<file path="src/rtl/hazard_ctrl.sv">
// Hazard control for a 5-stage pipeline: load-use stall, branch flush,
// ID/EX..MEM/WB control/rd shadow registers, operand forwarding and a stall counter.
module hazard_ctrl (
  input  logic       clk,
  input  logic       rst,
  input  logic [5:0] id_ctrl,
  input  logic [4:0] id_rs1,
  input  logic [4:0] id_rs2,
  input  logic [4:0] id_rd,
  input  logic       id_rs1_used,
  input  logic       id_rs2_used,
  input  logic       ex_branch_taken,
  output logic       stall,
  output logic       pc_we,
  output logic       ifid_we,
  output logic       ifid_flush,
  output logic [5:0] ex_ctrl,
  output logic [3:0] mem_ctrl,
  output logic [1:0] wb_ctrl,
  output logic [4:0] ex_rd,
  output logic [4:0] mem_rd,
  output logic [4:0] wb_rd,
  output logic [1:0] fwd_a,
  output logic [1:0] fwd_b,
  output logic [15:0] stall_count
);

  localparam int unsigned CTRL_W = 6;
  localparam int unsigned REG_W  = 5;
  localparam int unsigned CNT_W  = 16;

  localparam logic [CNT_W-1:0] CNT_MAX  = '1;
  localparam logic [1:0]       FWD_RF   = 2'b00;
  localparam logic [1:0]       FWD_MEM  = 2'b10;
  localparam logic [1:0]       FWD_WB   = 2'b01;

  logic [CTRL_W-1:0] ex_ctrl_q,  ex_ctrl_d;
  logic [REG_W-1:0]  ex_rd_q,    ex_rd_d;
  logic [REG_W-1:0]  ex_rs1_q,   ex_rs1_d;
  logic [REG_W-1:0]  ex_rs2_q,   ex_rs2_d;
  logic [3:0]        mem_ctrl_q, mem_ctrl_d;
  logic [REG_W-1:0]  mem_rd_q,   mem_rd_d;
  logic [1:0]        wb_ctrl_q,  wb_ctrl_d;
  logic [REG_W-1:0]  wb_rd_q,    wb_rd_d;
  logic [CNT_W-1:0]  stall_count_q, stall_count_d;

  logic take;
  logic load_use;
  logic stall_int;

  // Taken branch only counts when the EX instruction really is a branch.
  assign take      = ex_branch_taken & ex_ctrl_q[0];
  assign load_use  = ex_ctrl_q[2] && (ex_rd_q != '0) &&
                     ((id_rs1_used && (id_rs1 == ex_rd_q)) ||
                      (id_rs2_used && (id_rs2 == ex_rd_q)));
  assign stall_int = load_use & ~take;

  // EX/MEM wins over MEM/WB; x0 never forwards.
  function automatic logic [1:0] fwd_sel(
    input logic [REG_W-1:0] rs,
    input logic             mem_wr,
    input logic [REG_W-1:0] m_rd,
    input logic             wb_wr,
    input logic [REG_W-1:0] w_rd
  );
    logic [1:0] sel;
    sel = FWD_RF;
    if (mem_wr && (m_rd != '0) && (m_rd == rs)) begin
      sel = FWD_MEM;
    end else if (wb_wr && (w_rd != '0) && (w_rd == rs)) begin
      sel = FWD_WB;
    end
    return sel;
  endfunction

  always_comb begin
    ex_ctrl_d     = id_ctrl;
    ex_rd_d       = id_rd;
    ex_rs1_d      = id_rs1_used ? id_rs1 : '0;
    ex_rs2_d      = id_rs2_used ? id_rs2 : '0;
    mem_ctrl_d    = ex_ctrl_q[4:1];
    mem_rd_d      = ex_rd_q;
    wb_ctrl_d     = mem_ctrl_q[3:2];
    wb_rd_d       = mem_rd_q;
    stall_count_d = stall_count_q;
    // Explicit bubble: decoder control bits are not trusted to be zero.
    if (stall_int || take) begin
      ex_ctrl_d = '0;
      ex_rd_d   = '0;
      ex_rs1_d  = '0;
      ex_rs2_d  = '0;
    end
    if (stall_int && (stall_count_q != CNT_MAX)) begin
      stall_count_d = stall_count_q + CNT_W'(1);
    end
  end

  always_ff @(posedge clk) begin
    if (rst) begin
      ex_ctrl_q     <= '0;
      ex_rd_q       <= '0;
      ex_rs1_q      <= '0;
      ex_rs2_q      <= '0;
      mem_ctrl_q    <= '0;
      mem_rd_q      <= '0;
      wb_ctrl_q     <= '0;
      wb_rd_q       <= '0;
      stall_count_q <= '0;
    end else begin
      ex_ctrl_q     <= ex_ctrl_d;
      ex_rd_q       <= ex_rd_d;
      ex_rs1_q      <= ex_rs1_d;
      ex_rs2_q      <= ex_rs2_d;
      mem_ctrl_q    <= mem_ctrl_d;
      mem_rd_q      <= mem_rd_d;
      wb_ctrl_q     <= wb_ctrl_d;
      wb_rd_q       <= wb_rd_d;
      stall_count_q <= stall_count_d;
    end
  end

  assign stall       = stall_int;
  assign pc_we       = ~stall_int;
  assign ifid_we     = ~stall_int;
  assign ifid_flush  = take;
  assign ex_ctrl     = ex_ctrl_q;
  assign mem_ctrl    = mem_ctrl_q;
  assign wb_ctrl     = wb_ctrl_q;
  assign ex_rd       = ex_rd_q;
  assign mem_rd      = mem_rd_q;
  assign wb_rd       = wb_rd_q;
  assign stall_count = stall_count_q;
  assign fwd_a = fwd_sel(ex_rs1_q, mem_ctrl_q[2], mem_rd_q, wb_ctrl_q[0], wb_rd_q);
  assign fwd_b = fwd_sel(ex_rs2_q, mem_ctrl_q[2], mem_rd_q, wb_ctrl_q[0], wb_rd_q);

endmodule

</file>
<file path="config.mk">
export PLATFORM = sky130hd
export DESIGN_NAME = hazard_ctrl
export DESIGN_NICKNAME = d
export VERILOG_FILES = /design/src/rtl/hazard_ctrl.sv
export SDC_FILE = /design/constraint.sdc
export NUM_CORES = 1
export LEC_CHECK = 0
export ABC_AREA = 1
export CAP_MARGIN = 0
export CORE_ASPECT_RATIO = 1.5
export CORE_UTILIZATION = 46
export DETAILED_ROUTE_END_ITERATION = 10
export HOLD_SLACK_MARGIN = 0.05
export PLACE_DENSITY = 0.87
export SLEW_MARGIN = 20
export SYNTH_ARGS = -nofsm -noshare
export SYNTH_HDL_FRONTEND = slang
export SYNTH_SLANG_ARGS = --single-unit
</file>
<file path="constraint.sdc">
create_clock -name clk -period 2.1 [get_ports clk]
set_clock_uncertainty 0.1 [all_clocks]
set_input_delay 0.21 -clock clk [delete_from_list [all_inputs] [get_ports clk]]
set_output_delay 0.21 -clock clk [all_outputs]
set_load 0.05 [all_outputs]
</file>
==> qor.csv <==
stage,metric,value,unit
grt,grt_pass1_wl,9.96,mm
drt,drtIter0Drc,63,
drt,dr.pass1.iters,5,
place,hpwl,4.83,mm
cells_and_area,antenna_cells,0,
clock_network,clkTransAtPathRegs,0.09,ns
critical_path,r2r-end,stall_count[13],
clock_network,cts_buffer_depth,2,
synth,synth_top_cell_by_area,dfxtp_1,
synth,async_reset_ff_frac,0,
synth,syn_nets,375,
sta,fin_crit_sh,0.939,
critical_path,cp_data_arrival_time,1.66,ns
drt,wire_per_inst,12.0,µm
synth,synth_xor_area_frac,0.0718,
synth,synthTopCellsByArea,"dfxtp_1, nor2_1, nand2_1, inv_1, xnor2_1",
floorplanning,start_util,0.476,
sta,period_needed,1.97,ns
place,place_area,0.00339,mm²
clock_network,cts_tree,built,
cells_and_area,area_growth,43.4,%
grt,antenna_found_initial,0,
clock_network,numCtsBuffers,5,
synth,yosys-top-cells-count,"nor2_1, nand2_1, dfxtp_1",
power,ir_worst_vdd,0.359,mV
power,leakage,1.53,nW
critical_path,r2r-start,stall_count[1],
critical_path,startpoint,ex_rd[1],
synth,synth_cells,348,
cells_and_area,final_util,0.683,
synth,ys_warn_count,0,
sta,final_hold_viol_count,0,
drt,via_per_inst,4.77,
synth,synth-seq-cells,53,
floorplanning,rows,32,
synth,synth_top_family_by_area,simple AND/OR/NAND/NOR gates,
power,p_per_area,566,mW/mm²
cells_and_area,finalNetCount,459,
drt,ant_nets,0,
critical_path,reg2regPathDepth,8,
critical_path,critPathCaptureType,output port,
synth,synth_area,0.00244,mm²
run,cap_violations,0,
sta,relSlewSlack,0.650,
clock_network,numClockSinks,53,
synth,synthMuxAreaShare,0,
clock_network,htreeDepth,2,
synth,avgSynthCellArea,7.01,µm²
cells_and_area,final_area,0.00350,mm²
clock_network,cts_root_buffer,clkbuf_8,
synth,synth_cell_types,25,
floorplanning,die_h,91.2,µm
cells_and_area,fillers,449,
sta,grt_setup_unrepaired,false,
critical_path,regToRegSetupSlack,0.32,ns
critical_path,cp_max_fo,13,
place,finalWeightedCongestion,0.847,
critical_path,cp-endpoint,pc_we,
sta,fmax,0.507,GHz
worst_hold_path,hp-class,in2reg,
critical_path,start_kind,flip-flop,
drt,vias,2390,
drt,wirelength,6.01,mm
floorplanning,die_width,61.5,µm
critical_path,worst_ep_required_time,1.79,ns
synth,ys_dominant_reg_cell,dfxtp_1,
synth,yosys.area.top_type_share,0.435,
sta,worst_pin_slew,0.523,ns
sta,setup_viol,0,
synth,synth_edf_count,0,
floorplanning,coreArea,0.00512,mm²
grt,grt_max_degree,18,
synth,yosysMostFrequentCell,nor2_1,
floorplanning,io_pins,77,
grt,first_global_vias,2388,
floorplanning,dieArea,0.00561,mm²
clock_network,worstSkewPairLatency,0.30,ns
sta,final.setup.tns,0,ns
critical_path,path_class,reg2out,
run_status,outcome,completed,
synth,synth_simple_gate_area_frac,0.371,
place,port-buffer-count,76,
synth,synth_compound_area_frac,0.0215,
clock_network,holdBufCountCts,0,
grt,grt.overflow.total,0,
grt,track_usage,0.234,
synth,synth_adder_area_share,0.00513,
sta,report.final.slew_viol_count,0,
drt,drc,0,
synth,ys_seq_area_frac,0.435,
sta,whs,0.318,ns
cells_and_area,layout-drive-gt1-share,0.127,
## sequential cells by signal, indices dropped and copies added (netlist names), 4 cells and up
register     flops
ex_rs2_q         5
stall_count     16
ex_rs1_q         5
ex_rd            5
ex_ctrl          6
mem_ctrl         4
mem_rd           5
wb_rd            5
## per-layer routing
layer  wire length, µm  GRT usage  share of wire
met1              2200      0.225           0.37
met5                 0          0              0
met3               274     0.0385          0.046
met2              3380      0.451           0.56
met4               157      0.100          0.026
## final cells by class
cell class / count / area, µm² / share of cell area
Clock buffer: 6 / 72.6 / 0.0207
Clock inverter: 2 / 15.0 / 0.00429
Inverter: 53 / 199 / 0.0568
Multi-Input combinational cell: 236 / 1190 / 0.339
Sequential cell: 53 / 1070 / 0.306
Tap cell: 68 / 85.1 / 0.0243
Timing Repair Buffer: 83 / 868 / 0.248
## worst min-delay path by stage
stage | cells after the start | to | startpoint | slack (ns)
final | 3 | ex_rd[4] | id_rd[4] | 0.32
after floorplan | 2 | ex_ctrl[0] | id_ctrl[0] | 0.22
after global routing | 3 | ex_rd[0] | id_rd[0] | 0.34
after CTS | 3 | ex_ctrl[5] | id_ctrl[5] | 0.32
after detailed placement | 2 | mem_ctrl[3] | ex_ctrl[4] | 0.31
after global placement | 2 | mem_ctrl[3] | ex_ctrl[4] | 0.31
## kinds of logic after synthesis
kind of cell               Yosys count
buffers and inverters               59
AOI/OAI and AO/OA                    9
DFF                                 53
adders and majority gates            1
and+or+nand+nor                    206
xor gates and xnor gates            20
## per-stage QoR
step,total power [mW],setup slack (ns),instances
final,1.98,0.128,501
after global routing,2.06,0.0233,501
after CTS,2.00,0.0680,499
after detailed placement,1.44,0.152,491
after global placement,1.43,0.181,491
after floorplan,1.29,0.0385,348
## report_power, final
part | internal [mW] | switching [mW]
Clock | 0.236 | 0.328
Combinational | 0.142 | 0.209
Sequential | 1.04 | 0.0289
Total | 1.42 | 0.566
## critical path: stages, from the launching register on
cell     delay (ns)
dfxtp_1        0.42
inv_2          0.07
nand2_1        0.06
nand2_1        0.05
nor2_1         0.11
nand3_1        0.11
nand2_2        0.10
nand3_2        0.09
buf_12         0.17
buf_4          0.19
## placed cells by master, fill, tap and decap left out
cell and count:
nand2_2 1, nor2_4 6, nor2_2 7, nand4_4 1
clkbuf_1 1, inv_1 49, o21ai_0 5, a21oi_1 2
clkbuf_8 5, inv_2 4, ha_1 1, dfxtp_2 9
buf_4 9, nor2_1 83, nand2_1 77, nor3_4 3
a31oi_1 1, o21bai_2 1, xor2_1 8, buf_12 6
nand3_1 14, nand3_2 1, xnor2_1 12, nor3_1 2
nand4_1 11, clkinvlp_4 2, clkdlybuf4s50_1 68, dfxtp_1 44
## repair_timing
item | CTS | global route
resized for setup | 0 | 4
setup endpoints to repair | 0 | 3
setup buffers | 0 | 2
Power figures use the tool's default switching activity.
